$ cat src/rtl/glb_pkg.sv
// Shared types and defaults for the DRAM->GLB preload scheduler.
package glb_pkg;
    localparam int DATA_SIZE    = 32;
    localparam int IFMAP_DEPTH  = 32;
    localparam int WEIGHT_DEPTH = 1024;
    localparam int BIAS_DEPTH   = 128;
    localparam int LEN_W        = 11;
    localparam int ADDR_W       = 10;

    typedef enum logic [2:0] {IDLE, LD_IFMAP, LD_WEIGHT, LD_BIAS, DONE} load_state_t;

    function automatic logic [LEN_W-1:0] clamp_len(input logic [LEN_W-1:0] len, input int depth);
        if (int'(len) > depth) return LEN_W'(depth);
        return len;
    endfunction

    // First non-empty phase after 'from'; empty phases are never occupied.
    function automatic load_state_t next_phase(input load_state_t from, input logic i_nz,
                                               input logic w_nz, input logic b_nz);
        if (from == IDLE && i_nz) return LD_IFMAP;
        if ((from == IDLE || from == LD_IFMAP) && w_nz) return LD_WEIGHT;
        if (from != LD_BIAS && from != DONE && b_nz) return LD_BIAS;
        return DONE;
    endfunction
endpackage

$ cat src/rtl/glb_phase_counter.sv
// Word counter shared by all load phases; wraps to 0 on the terminal word.
module glb_phase_counter
    import glb_pkg::*;
(
    input  logic              clk,
    input  logic              rst,
    input  logic              inc,
    input  logic              clr,
    input  logic [LEN_W-1:0]  len,
    output logic [ADDR_W-1:0] count,
    output logic              last
);
    assign last = (LEN_W'(count) == len - 1'b1);

    always_ff @(posedge clk) begin
        if (rst || clr) count <= '0;
        else if (inc)   count <= last ? '0 : count + 1'b1;
    end
endmodule

$ cat src/rtl/glb_load_scheduler.sv
// Routes one word stream into the ifmap, weight and bias GLBs in that order.
// Optional GLB_LOAD_CHKSUM_EN adds an XOR checksum of all transferred words.
module glb_load_scheduler #(
    parameter int DATA_SIZE    = glb_pkg::DATA_SIZE,
    parameter int IFMAP_DEPTH  = glb_pkg::IFMAP_DEPTH,
    parameter int WEIGHT_DEPTH = glb_pkg::WEIGHT_DEPTH,
    parameter int BIAS_DEPTH   = glb_pkg::BIAS_DEPTH
) (
    input  logic                      clk,
    input  logic                      rst,
    input  logic                      start,
    input  logic [glb_pkg::LEN_W-1:0] cfg_ifmap_len,
    input  logic [glb_pkg::LEN_W-1:0] cfg_weight_len,
    input  logic [glb_pkg::LEN_W-1:0] cfg_bias_len,
    input  logic                      compute_busy,
    input  logic                      in_valid,
    output logic                      in_ready,
    input  logic [DATA_SIZE-1:0]      data_in,
    output logic                      ifmap_wen,
    output logic                      weight_wen,
    output logic                      bias_wen,
    output logic [9:0]                wr_addr,
    output logic [DATA_SIZE-1:0]      wr_data,
    output logic                      busy,
    output logic                      load_done
`ifdef GLB_LOAD_CHKSUM_EN
    ,
    output logic [31:0]               chksum
`endif
);
    import glb_pkg::*;

    load_state_t       state;
    logic [LEN_W-1:0]  ifmap_len, weight_len, bias_len, cur_len;
    logic [ADDR_W-1:0] count;
    logic              xfer, last, go;

    assign in_ready = (state inside {LD_IFMAP, LD_WEIGHT, LD_BIAS}) && !compute_busy;
    assign xfer     = in_valid && in_ready;
    assign go       = (state == IDLE) && start && !busy;

    always_comb begin
        cur_len = '0;
        case (state)
            LD_IFMAP:  cur_len = ifmap_len;
            LD_WEIGHT: cur_len = weight_len;
            LD_BIAS:   cur_len = bias_len;
            default:   cur_len = '0;
        endcase
    end

    glb_phase_counter u_cnt (
        .clk   (clk),
        .rst   (rst),
        .inc   (xfer),
        .clr   (go),
        .len   (cur_len),
        .count (count),
        .last  (last)
    );

    always_ff @(posedge clk) begin
        if (rst) begin
            state      <= IDLE;
            ifmap_len  <= '0;
            weight_len <= '0;
            bias_len   <= '0;
            ifmap_wen  <= 1'b0;
            weight_wen <= 1'b0;
            bias_wen   <= 1'b0;
            wr_addr    <= '0;
            wr_data    <= '0;
            busy       <= 1'b0;
            load_done  <= 1'b0;
        end else begin
            ifmap_wen  <= 1'b0;
            weight_wen <= 1'b0;
            bias_wen   <= 1'b0;
            case (state)
                IDLE: begin
                    load_done <= 1'b0;
                    // busy here only in the cycle carrying a post-load load_done
                    if (busy) begin
                        busy <= 1'b0;
                    end else if (start) begin
                        ifmap_len  <= clamp_len(cfg_ifmap_len, IFMAP_DEPTH);
                        weight_len <= clamp_len(cfg_weight_len, WEIGHT_DEPTH);
                        bias_len   <= clamp_len(cfg_bias_len, BIAS_DEPTH);
                        busy       <= 1'b1;
                        state      <= next_phase(IDLE, cfg_ifmap_len != '0,
                                                 cfg_weight_len != '0, cfg_bias_len != '0);
                        load_done  <= (cfg_ifmap_len == '0) && (cfg_weight_len == '0) &&
                                      (cfg_bias_len == '0);
                    end
                end
                LD_IFMAP, LD_WEIGHT, LD_BIAS: begin
                    if (xfer) begin
                        ifmap_wen  <= (state == LD_IFMAP);
                        weight_wen <= (state == LD_WEIGHT);
                        bias_wen   <= (state == LD_BIAS);
                        wr_addr    <= count;
                        wr_data    <= data_in;
                        if (last)
                            state <= next_phase(state, ifmap_len != '0, weight_len != '0,
                                                bias_len != '0);
                    end
                end
                DONE: begin
                    // Empty load already pulsed load_done on entry; otherwise the final
                    // write is visible now and load_done follows one cycle later.
                    state <= IDLE;
                    if (load_done) begin
                        load_done <= 1'b0;
                        busy      <= 1'b0;
                    end else begin
                        load_done <= 1'b1;
                    end
                end
                default: state <= IDLE;
            endcase
        end
    end

`ifdef GLB_LOAD_CHKSUM_EN
    always_ff @(posedge clk) begin
        if (rst || go) chksum <= '0;
        else if (xfer) chksum <= chksum ^ data_in[31:0];
    end
`endif
endmodule
$ cat config.mk
export PLATFORM = sky130hd
export DESIGN_NAME = glb_load_scheduler
export DESIGN_NICKNAME = d
export VERILOG_FILES = /design/src/rtl/glb_pkg.sv /design/src/rtl/glb_phase_counter.sv /design/src/rtl/glb_load_scheduler.sv
export SDC_FILE = /design/constraint.sdc
export NUM_CORES = 1
export LEC_CHECK = 0
export ABC_CLOCK_PERIOD_IN_PS = 4000
export CORE_UTILIZATION = 43
export CTS_CLUSTER_SIZE = 24
export DETAILED_ROUTE_END_ITERATION = 6
export GPL_TIMING_DRIVEN = 0
export PLACE_DENSITY_LB_ADDON = 0.05
export RECOVER_POWER = 50
export SLEW_MARGIN = 20
export SYNTH_ARGS = -nofsm -noshare
export SYNTH_HDL_FRONTEND = slang
export SYNTH_HIERARCHICAL = 1
export SYNTH_SLANG_ARGS = --single-unit
$ cat constraint.sdc
create_clock -name clk -period 4 [get_ports clk]
set_input_delay 0.8 -clock clk [delete_from_list [all_inputs] [get_ports clk]]
set_output_delay 0.8 -clock clk [all_outputs]
set_load 0.02 [all_outputs]
==> metrics.txt, run 1 <==
Setup TNS Final 0 ns; final setup fails 0; DP Wirelength 8.852 mm; library cells used by synthesis 61; DRC 0; nets@finish 715; row count 35; WL/cell ~15 um; clock tree from TritonCTS yes; CP arrival 4.12 ns; Cells after Synth 513; H-tree depth 3; Post-synth EDFFs 0; syn_area_per_cell a little over 8 um^2; Max clock buf depth 2; leakage power 2.211 nW; vias in the first global route 3884; Via Count 4080; number of synthesized register bits 93; I/O Buffers 116; register area 1864 um^2; GRT Total Usage 23.49%; setup ws final approximately 0.18 ns; period utilization between 90 and 100%; Post-synth top flop dfxtp_1; status completed; worst slew pin tran 0.6414 ns; Peak VDD IR roughly 0.22 mV; total wire length approximately 12 mm; Yosys top cell by area dfxtp_1; CP Launch Type register; share of post-route cells with drive strength above 1 10.51%; top-count cell post-synth nand2_1; post-synth top area share 43.69%; synth-to-layout area growth 36.55%; Cell Area, Placed 5584 um^2; initial antenna violation count 0; Clock Latency Late Sink roughly 0.36 ns; worst-path fanout max 10; ratio of total power to cell area 414.8 nW/um^2; Initial Util 45.26%; Hold Buf Count CTS 0; grt total ovfl 0; Mapped Area between 4000 and 5000 um^2; sequential area share after synthesis 43.69%; CTS root buffer clkbuf_8; fillers 843; Ports 118; post-route ant nets 0; DR iter-0 viols 217; min-delay worst type register to register; die height 101.6 um; first-pass GRT wire length 18.85 mm; maxcap violations 0; post-place setup slack -0.4259 ns; top post-synthesis cells by area dfxtp_1, nand2_1, a21oi_1; # diodes 0; Final Util about three fifths; skew final 0.007972 ns; Final Hold Viols 0; Final Wtd Congestion 0.8764; yosys warns 6; Die W between 100 and 150 um; asr flop ratio synth 0%; min cycle time layout 3.819 ns; CTS sink count 93; largest net degree at the start of global routing 17; Worst Path Required 4.30 ns; area of the multi-input gates 2248 um^2; Total Power around 2.4 mW; Syn Nets between 500 and 600; CTS Buf Count 9; crit path kind register to register; Design Area, Final ~5800 um^2; Die ar. between 10000 and 15000 um^2; Final Max Tran Viols 0; Synth top cells by count nand2_1, dfxtp_1, a21oi_1, nor2_1, a22oi_1; core box area 9415 um^2; CTS clk-pin slew, worst paths 0.10 ns; Initial DRT Pass Iterations 5; Via density between 5 and 6; Max-slew headroom 56.85%; fmax 0.2618 GHz; crit end category register
per-layer routing:
layer | GRT usage (%) | part of all wire, % | vias to the layer above
li1 | - | - | 2071
met1 | 31.19 | 46 | 1883
met2 | 37.47 | 47 | 112
met3 | 6.211 | 6.5 | 14
met4 | 6.800 | 1.1 | 0
met5 | 0 | 0 | -
layout make-up:
cell class              count  share of cell area, %
clock inverters             6                 0.8170
inverters                   7                 0.4515
flip-flops and latches     93                  32.04
clock buffers               9                  2.129
plain buffers              30                  2.817
multi-input cells         383                  38.64
well taps                 129                  2.774
repair buffers            119                  20.34
through the flow:
stage          std cells  hold slack (ns)
2_1_floorplan        513           0.4257
3_3_place_gp         758           0.4413
3_5_place_dp         758           0.4469
4_1_cts              773           0.4602
5_1_grt              776           0.4745
6_report             776           0.4555
worst paths after layout:
kind,cells past startpoint,startpoint,to,slack [ns]
worst min-delay path,2,wr_addr[7],wr_addr[7],0.46
worst max-delay path,15,state[1],state[1],0.18
worst max register to register,15,state[1],state[1],0.18
worst min register to register,2,wr_addr[7],wr_addr[7],0.46
repair_timing:
action,in CTS,in global routing
setup buffers,0,3
setup endpoints to repair,3,3
gates resized for setup,8,6
pin swaps,0,3
flip-flops by register name, summed over array words and instances, names as in the netlist:
register,flops
state,3
u_cnt/count,10
wr_data,32
bias_wen,1
weight_len,11
weight_wen,1
wr_addr,10
ifmap_len,11
busy,1
load_done,1
bias_len,11
ifmap_wen,1
kinds of logic (layout without fill, tap and decap cells):
group | count (synthesis) | in the layout | share of synthesized area [%]
adder cells (fa/ha/maj) | 2 | 2 | 0.5871
AND/OR/NAND/NOR | 246 | 246 | 28.83
XOR/XNOR | 18 | 18 | 3.699
AO/OA/AOI/OAI | 105 | 105 | 16.00
flip-flops | 93 | 93 | 43.69
multiplexers | 12 | 12 | 3.054
buffers and inverters | 37 | 171 | 4.140
report_power, final:
part           total (mW)  internal (mW)  switching [mW]
sequential           1.06          0.997          0.0587
combinational       0.782          0.313           0.469
clock               0.575          0.229           0.346
total                2.41           1.54           0.874
critical path, stage by stage, from the launching register on:
cell and delay (ns):
dfxtp_2 0.38, clkbuf_8 0.18, mux2_2 0.34, a22oi_1 0.20, nor2_2 0.10, inv_1 0.08
ha_2 0.21, or4b_1 0.48, o31ai_2 0.20, nand4_1 0.14, a2111o_1 0.36, nor2_1 0.15
a311oi_2 0.16, a2111o_1 0.37, nor4b_2 0.28, a211o_1 0.13
layout by cell type, fill, tap and decap left out, types with 4 or more instances in the layout:
cell type	synthesis	layout
and2_1	8	8
xnor2_1	5	5
nor4_1	10	10
nand3_1	11	11
nand4_1	7	7
clkbuf_8	0	10
nand2_1	98	98
clkbuf_1	19	18
dlygate4sd3_1	0	49
a22oi_1	22	22
nor3_2	10	10
xor2_1	13	13
buf_2	5	4
mux2i_1	4	4
clkdlybuf4s50_1	0	67
nor2_1	55	53
nor3_1	13	13
buf_6	4	4
nor3b_1	8	8
dfxtp_1	93	91
a21oi_1	56	56
a31oi_1	5	5
inv_1	5	5
mux2_2	8	8
Note: power is estimated with default switching activity, not from simulation.
==> run 2, diff against run 1 <==
- ABC_AREA: default -> 1
- CORE_UTILIZATION: 43 -> 44
==> metrics.txt, run 2 <==
status completed; Die ar. 10230 um^2 (-0.79%); Design Area, Final 5827 um^2 (+0.13%); GRT Total Usage 24.53% (+1.0 points); DR iter-0 viols 141 (-35%); die height 101.2 um (-0.39%); vias in the first global route 4396 (+13%); most common cell after layout, fill and taps aside nor2_1; Final Max Tran Viols 0 (unchanged); CTS sink count 93 (unchanged); # diodes 0 (unchanged); Mapped Area 4325 um^2 (+1.5%); syn_area_per_cell 6.844 um^2 (-18%); Final Hold Viols 0 (unchanged); CTS Buf Count 9 (unchanged); sequential area share after synthesis 43.04% (-0.64 points); worst slew pin tran 0.9736 ns (+0.3322 ns); worst r2r src state[2]; fillers 921 (+9.3%); leakage power 2.485 nW (+12%); WL/cell 13.23 um (-11%); Max-slew headroom 34.60% (-22 points); nets@finish 832 (+16%); Synth top cells by count nor2_1, nand2_1, dfxtp_1, inv_1, o21ai_0; # Post-CTS Setup Buffers 0 (unchanged); CP cell instances dlygate4sd3_1 > inv_1 > nor3_1 > buf_2 > inv_1 > nor3_2 > nand2_1 > nor2_1 > nand3_1 > xor2_1 > nor2_1; R2R depth 17 (+2); library cells used by synthesis 34 (-44%); Biggest register wr_data; Via density 4.923 (-6.4%); Setup TNS Final 0 ns (unchanged); Cells after Synth 632 (+23%); largest net degree at the start of global routing 18 (+1); yosys warns 6 (unchanged); Final Wtd Congestion 0.8701 (-0.72%); Yosys top cell by area dfxtp_1; DP Wirelength 9.231 mm (+4.3%); RSZ-0062 raised after global routing no; asr flop ratio synth 0% (unchanged); CP Launch Point in_valid; Clk network pwr share 20.5% (-3.3 points); grt total ovfl 0 (unchanged); initial antenna violation count 0 (unchanged); clock tree from TritonCTS yes; Initial DRT Pass Iterations 4 (-1); crit path kind input port to register; I/O Buffers 117 (+0.86%); DRC 0 (unchanged); row count 35 (unchanged); share of post-route cells with drive strength above 1 5.229% (-5.3 points); Reg power frac 39.8% (-3.9 points); Post-synth top flop dfxtp_1; Via Count 4401 (+7.9%); Hold Buf Count CTS 0 (unchanged); min cycle time layout 3.285 ns (-0.5341 ns); crit end category register; RR Endpoint state[1]; Peak VDD IR 0.2633 mV (+18%); Die W 101.2 um (-0.39%); worst-path fanout max 14 (+4); Psw 1.180 mW (+35%); Worst Path Required 4.26 ns (-0.04 ns); Syn Nets 704 (+20%); slowest CP cell nor3_1; final setup fails 0 (unchanged); Final Util 62.18% (+0.37 points); Clock Latency Late Sink 0.36 ns (about the same); Max clock buf depth 2 (unchanged); P_int 1.804 mW (+17%); post-route ant nets 0 (unchanged); CTS clk-pin slew, worst paths 0.09 ns (about the same); Combinational Power Share 39.7% (+7.3 points); Initial Util 46.15% (+0.89 points); ratio of total power to cell area 512.1 nW/um^2 (+23%); sw frac 39.56% (+3.4 points); R2R Setup Slk 0.80 ns (+0.62 ns); Total Power 2.984 mW (+24%); synth-to-layout area growth 34.71%; CP Launch Type input port; Cell Area, Placed 5658 um^2 (+1.3%); post-synth top area share 43.04% (-0.64 points); total wire length 11.82 mm (+2.5%); top post-synthesis cells by area dfxtp_1, nor2_1, nand2_1; fmax 0.3044 GHz (+16%); min-delay worst type register to register; CP arrival 3.54 ns (-0.58 ns); H-tree depth 3 (unchanged); end of the critical path u_cnt/count[9]; CP max stage delay 0.77 ns (+0.29 ns); core box area 9371 um^2 (-0.47%); top-count cell post-synth nor2_1; Post-synth EDFFs 0 (unchanged); Ports 118 (unchanged); period utilization 82.13% (-13 points); max reg flops 32 (unchanged); skew final 0.01063 ns (+0.002659 ns); Resized Gates After CTS 0 (-8); maxcap violations 0 (unchanged); commonest non-fill, non-tap cells in the layout nor2_1, nand2_1, clkdlybuf4s50_1, dfxtp_1, inv_1; CTS root buffer clkbuf_8; number of synthesized register bits 93 (unchanged); first-pass GRT wire length 19.84 mm (+5.3%)
run 2: cell types whose count changed after synthesis, sizes merged, moves of 9 or more:
cell / delta
nand2: +19
o21ai: +63
nor3: -11
a22oi: -22
nor3b: -9
nor2: +87
nand3: +23
nor4: -11
a21oi: -24
o221ai: +11
inv: +67
run 2: kinds of logic after synthesis:
logic type / after synthesis / share of synthesized area, %
compound gates: 114 / 14.43
xor+xnor: 14 / 2.835
fa+ha+maj: 2 / 0.5784
buf+inv: 96 / 8.822
flops: 93 / 43.04
simple gates: 313 / 30.29
run 2: worst min-delay path by stage:
stage	start	to	slack, ns	cells past startpoint
final	ifmap_len[6]	ifmap_len[6]	0.45	2
after global routing	ifmap_len[7]	ifmap_len[7]	0.46	2
after CTS	ifmap_len[10]	ifmap_len[10]	0.45	2
after detailed placement	ifmap_len[6]	ifmap_len[6]	0.44	2
after global placement	ifmap_len[10]	ifmap_len[10]	0.43	2
after floorplan	ifmap_len[6]	ifmap_len[6]	0.42	2
run 2: metal layers:
| metal | track usage (%) | part of all wire (%) |
|---|---|---|
| met1 | 31.22 | 45 |
| met2 | 40.40 | 47 |
| met3 | 6.073 | 7.8 |
| met4 | 8.919 | 0.98 |
| met5 | 0 | 0 |
run 2: layout make-up:
type	instances	area, um^2	share of cell area, %
buffer	24	102.6	1.761
clock buffer	10	137.6	2.362
clock inverter	6	53.80	0.9233
inverter	72	270.3	4.638
multi-input combinational	443	2068	35.49
sequential	93	1862	31.95
tap	129	161.4	2.770
timing repair buffer	117	1171	20.10
run 2: critical path, delay by kind of cell:
kind / cells / cell delay (ns)
XOR/XNOR: 1 / 0.16
buffers and inverters: 4 / 1.13
AND/OR/NAND/NOR: 6 / 1.44
run 2: stage by stage:
stage | setup slack, ns | hold slack, ns | std cells
5_1_grt | 0.4557 | 0.4636 | 894
2_1_floorplan | 1.504 | 0.4238 | 632
3_3_place_gp | 0.8899 | 0.4310 | 878
3_5_place_dp | 0.8744 | 0.4386 | 878
6_report | 0.7148 | 0.4499 | 894
4_1_cts | 0.8409 | 0.4525 | 894
run 2: power groups by stage:
stage                     clock network, mW  logic, mW  registers [mW]
after floorplan                           0      0.663            1.29
after global placement                    0       1.16            1.20
after detailed placement                  0       1.19            1.20
after CTS                             0.625       1.20            1.19
after global routing                  0.673       1.32            1.21
final                                 0.611       1.19            1.19
==> run 3, diff against run 2 <==
- ABC_CLOCK_PERIOD_IN_PS: 4000 -> 3100
- CORE_UTILIZATION: 44 -> 48
- clock period: 4 -> 3.1 ns (I/O delays scaled with it)
==> metrics.txt, run 3 (synthesized netlist as in run 2, its figures left out) <==
Worst path most repeated cell nand2_1; GRT Total Usage 25.50% (+0.97 points); Die W 96.93 um (-4.2%); Final Hold Viols 0 (unchanged); Via density 5.068 (+2.9%); max reg flops 32 (unchanged); skew final 0.01631 ns (+0.005681 ns); CP Launch Point state[2]; Peak VDD IR 0.3989 mV (+52%); I/O Buffers 117 (unchanged); CP max stage delay 0.47 ns (-0.30 ns); crit path kind register to register; DRC 0 (unchanged); Initial Util 49.60% (+3.4 points); Initial DRT Pass Iterations 4 (unchanged); DR iter-0 viols 184 (+30%); CP arrival 3.14 ns (-0.40 ns); Hold Buf Count CTS 0 (unchanged); most common cell after layout, fill and taps aside nor2_1; grt total ovfl 0 (unchanged); CTS root buffer clkbuf_8; Max-slew headroom 43.66% (+9.1 points); Via Count 4424 (+0.52%); H-tree depth 3 (unchanged); uppermost routed layer met4; largest net degree at the start of global routing 19 (+1); commonest non-fill, non-tap cells in the layout nor2_1, nand2_1, clkdlybuf4s50_1, dfxtp_1, inv_1; first-pass GRT wire length 19.68 mm (-0.84%); Worst Path Required 3.41 ns (-0.85 ns); slowest CP cell o221ai_1; core box area 8721 um^2 (-6.9%); min cycle time layout 2.830 ns; post-route ant nets 0 (unchanged); Worst Hold Launch ifmap_len[8]; nets@finish 832 (unchanged); routed wl met3 740 um (-19%); Ports 118 (unchanged); total wire length 11.41 mm (-3.5%); worst slew pin tran 0.8379 ns (-0.1357 ns); status completed; # diodes 0 (unchanged); RSZ-0062 raised after global routing no; fmax 0.3534 GHz; leakage power 2.509 nW (+0.96%); share of post-route cells with drive strength above 1 6.405% (+1.2 points); clock tree from TritonCTS yes; setup ws final 0.2703 ns (-0.4445 ns); ratio of total power to cell area 661.3 nW/um^2 (+29%); Final Util 67.27% (+5.1 points); DP Wirelength 8.866 mm (-3.9%); min-delay worst type register to register; CTS clk-pin slew, worst paths 0.09 ns (about the same); Setup TNS Final 0 ns (unchanged); worst r2r src state[2]; die height 96.93 um (-4.2%); Max clock buf depth 2 (unchanged); maxcap violations 0 (unchanged); # Post-CTS Setup Buffers 0 (unchanged); CP cell instances nor2_2 > nand2_1 > o221ai_1 > inv_1 > nand2_1 > nand2_1 > nand2_1 > nand3_1 > nor2_2 > nand3_2 > inv_1 > nand2_2 > nand2_1 > o21ai_0 > a21oi_1 > nand2_1 > inv_1; CTS Buf Count 9 (unchanged); initial antenna violation count 0 (unchanged); final setup fails 0 (unchanged); vias in the first global route 4241 (-3.5%); synth-to-layout area growth 35.64%; Final Max Tran Viols 0 (unchanged); Clock Latency Late Sink 0.37 ns (about the same); fillers 775 (-16%); Die ar. 9394 um^2 (-8.2%); Final Wtd Congestion 0.8326 (-4.3%); DRT met1 WL 5.241 mm (-0.85%); post-place setup slack 0.009575 ns (-0.8648 ns); period utilization 91.28%; WL/cell 13.07 um (-1.1%); row count 34 (-2.9%); WL met2 5.273 mm (-4.2%); worst-path fanout max 8 (-6); CTS sink count 93 (unchanged); CP Launch Type register; Biggest register wr_data; crit end category register
## run 3: changes by cell type in the layout (fill, tap and decap cells not counted), sizes merged
cell,previous run,this run
clkdlybuf4s50,109,107
clkinvlp,1,0
inv,75,77
dlygate4sd3,8,10
clkbuf,29,28
## run 3: repair_timing
action                                  4_1_cts  5_1_grt
hold endpoints to repair                      0        0
resized for setup                             1       13
endpoints found under the setup margin        2        3
## run 3: cell type report
class / count / area, um^2 / area share [%]
clock buffer: 9 / 123.9 / 2.111
sequential: 93 / 1863 / 31.76
buffer: 24 / 106.4 / 1.813
tap: 108 / 135.1 / 2.303
multi-input combinational: 443 / 2135 / 36.38
clock inverter: 7 / 62.56 / 1.066
timing repair buffer: 117 / 1171 / 19.96
inverter: 72 / 270.3 / 4.607
## run 3: worst paths after layout
path / slack (ns) / depth (start not counted) / end
min reg2reg: 0.45 / 2 / ifmap_len[8]
max reg2reg: 0.27 / 17 / state[1]
min: 0.45 / 2 / ifmap_len[8]
max: 0.27 / 17 / state[1]
## run 3: critical path: cells and delay by family, from the launching register on
kind	cells	cell delay, ns
DFF	1	0.38
and+or+nand+nor	11	1.39
AOI/OAI and AO/OA	3	0.73
buffers and inverters	3	0.29
## run 3: per-layer routing
layer	GRT usage, %	vias up
met5	0	-
met4	7.463	0
met3	6.431	14
met2	41.33	108
met1	33.47	2029
li1	-	2273
## run 3: per-stage QoR
stage	power (mW)	cell area (um^2)	std cells	hold slack, ns
2_1_floorplan	2.515	4325	632	0.4238
3_3_place_gp	3.040	5632	857	0.4311
3_5_place_dp	3.075	5632	857	0.4421
4_1_cts	3.855	5819	873	0.4558
5_1_grt	4.149	5867	873	0.4717
6_report	3.880	5867	873	0.4536
## run 3: power by group
group          total (mW)  switching [mW]  internal (mW)
Clock               0.782           0.470          0.312
Combinational        1.56           0.955          0.608
Sequential           1.54           0.128           1.41
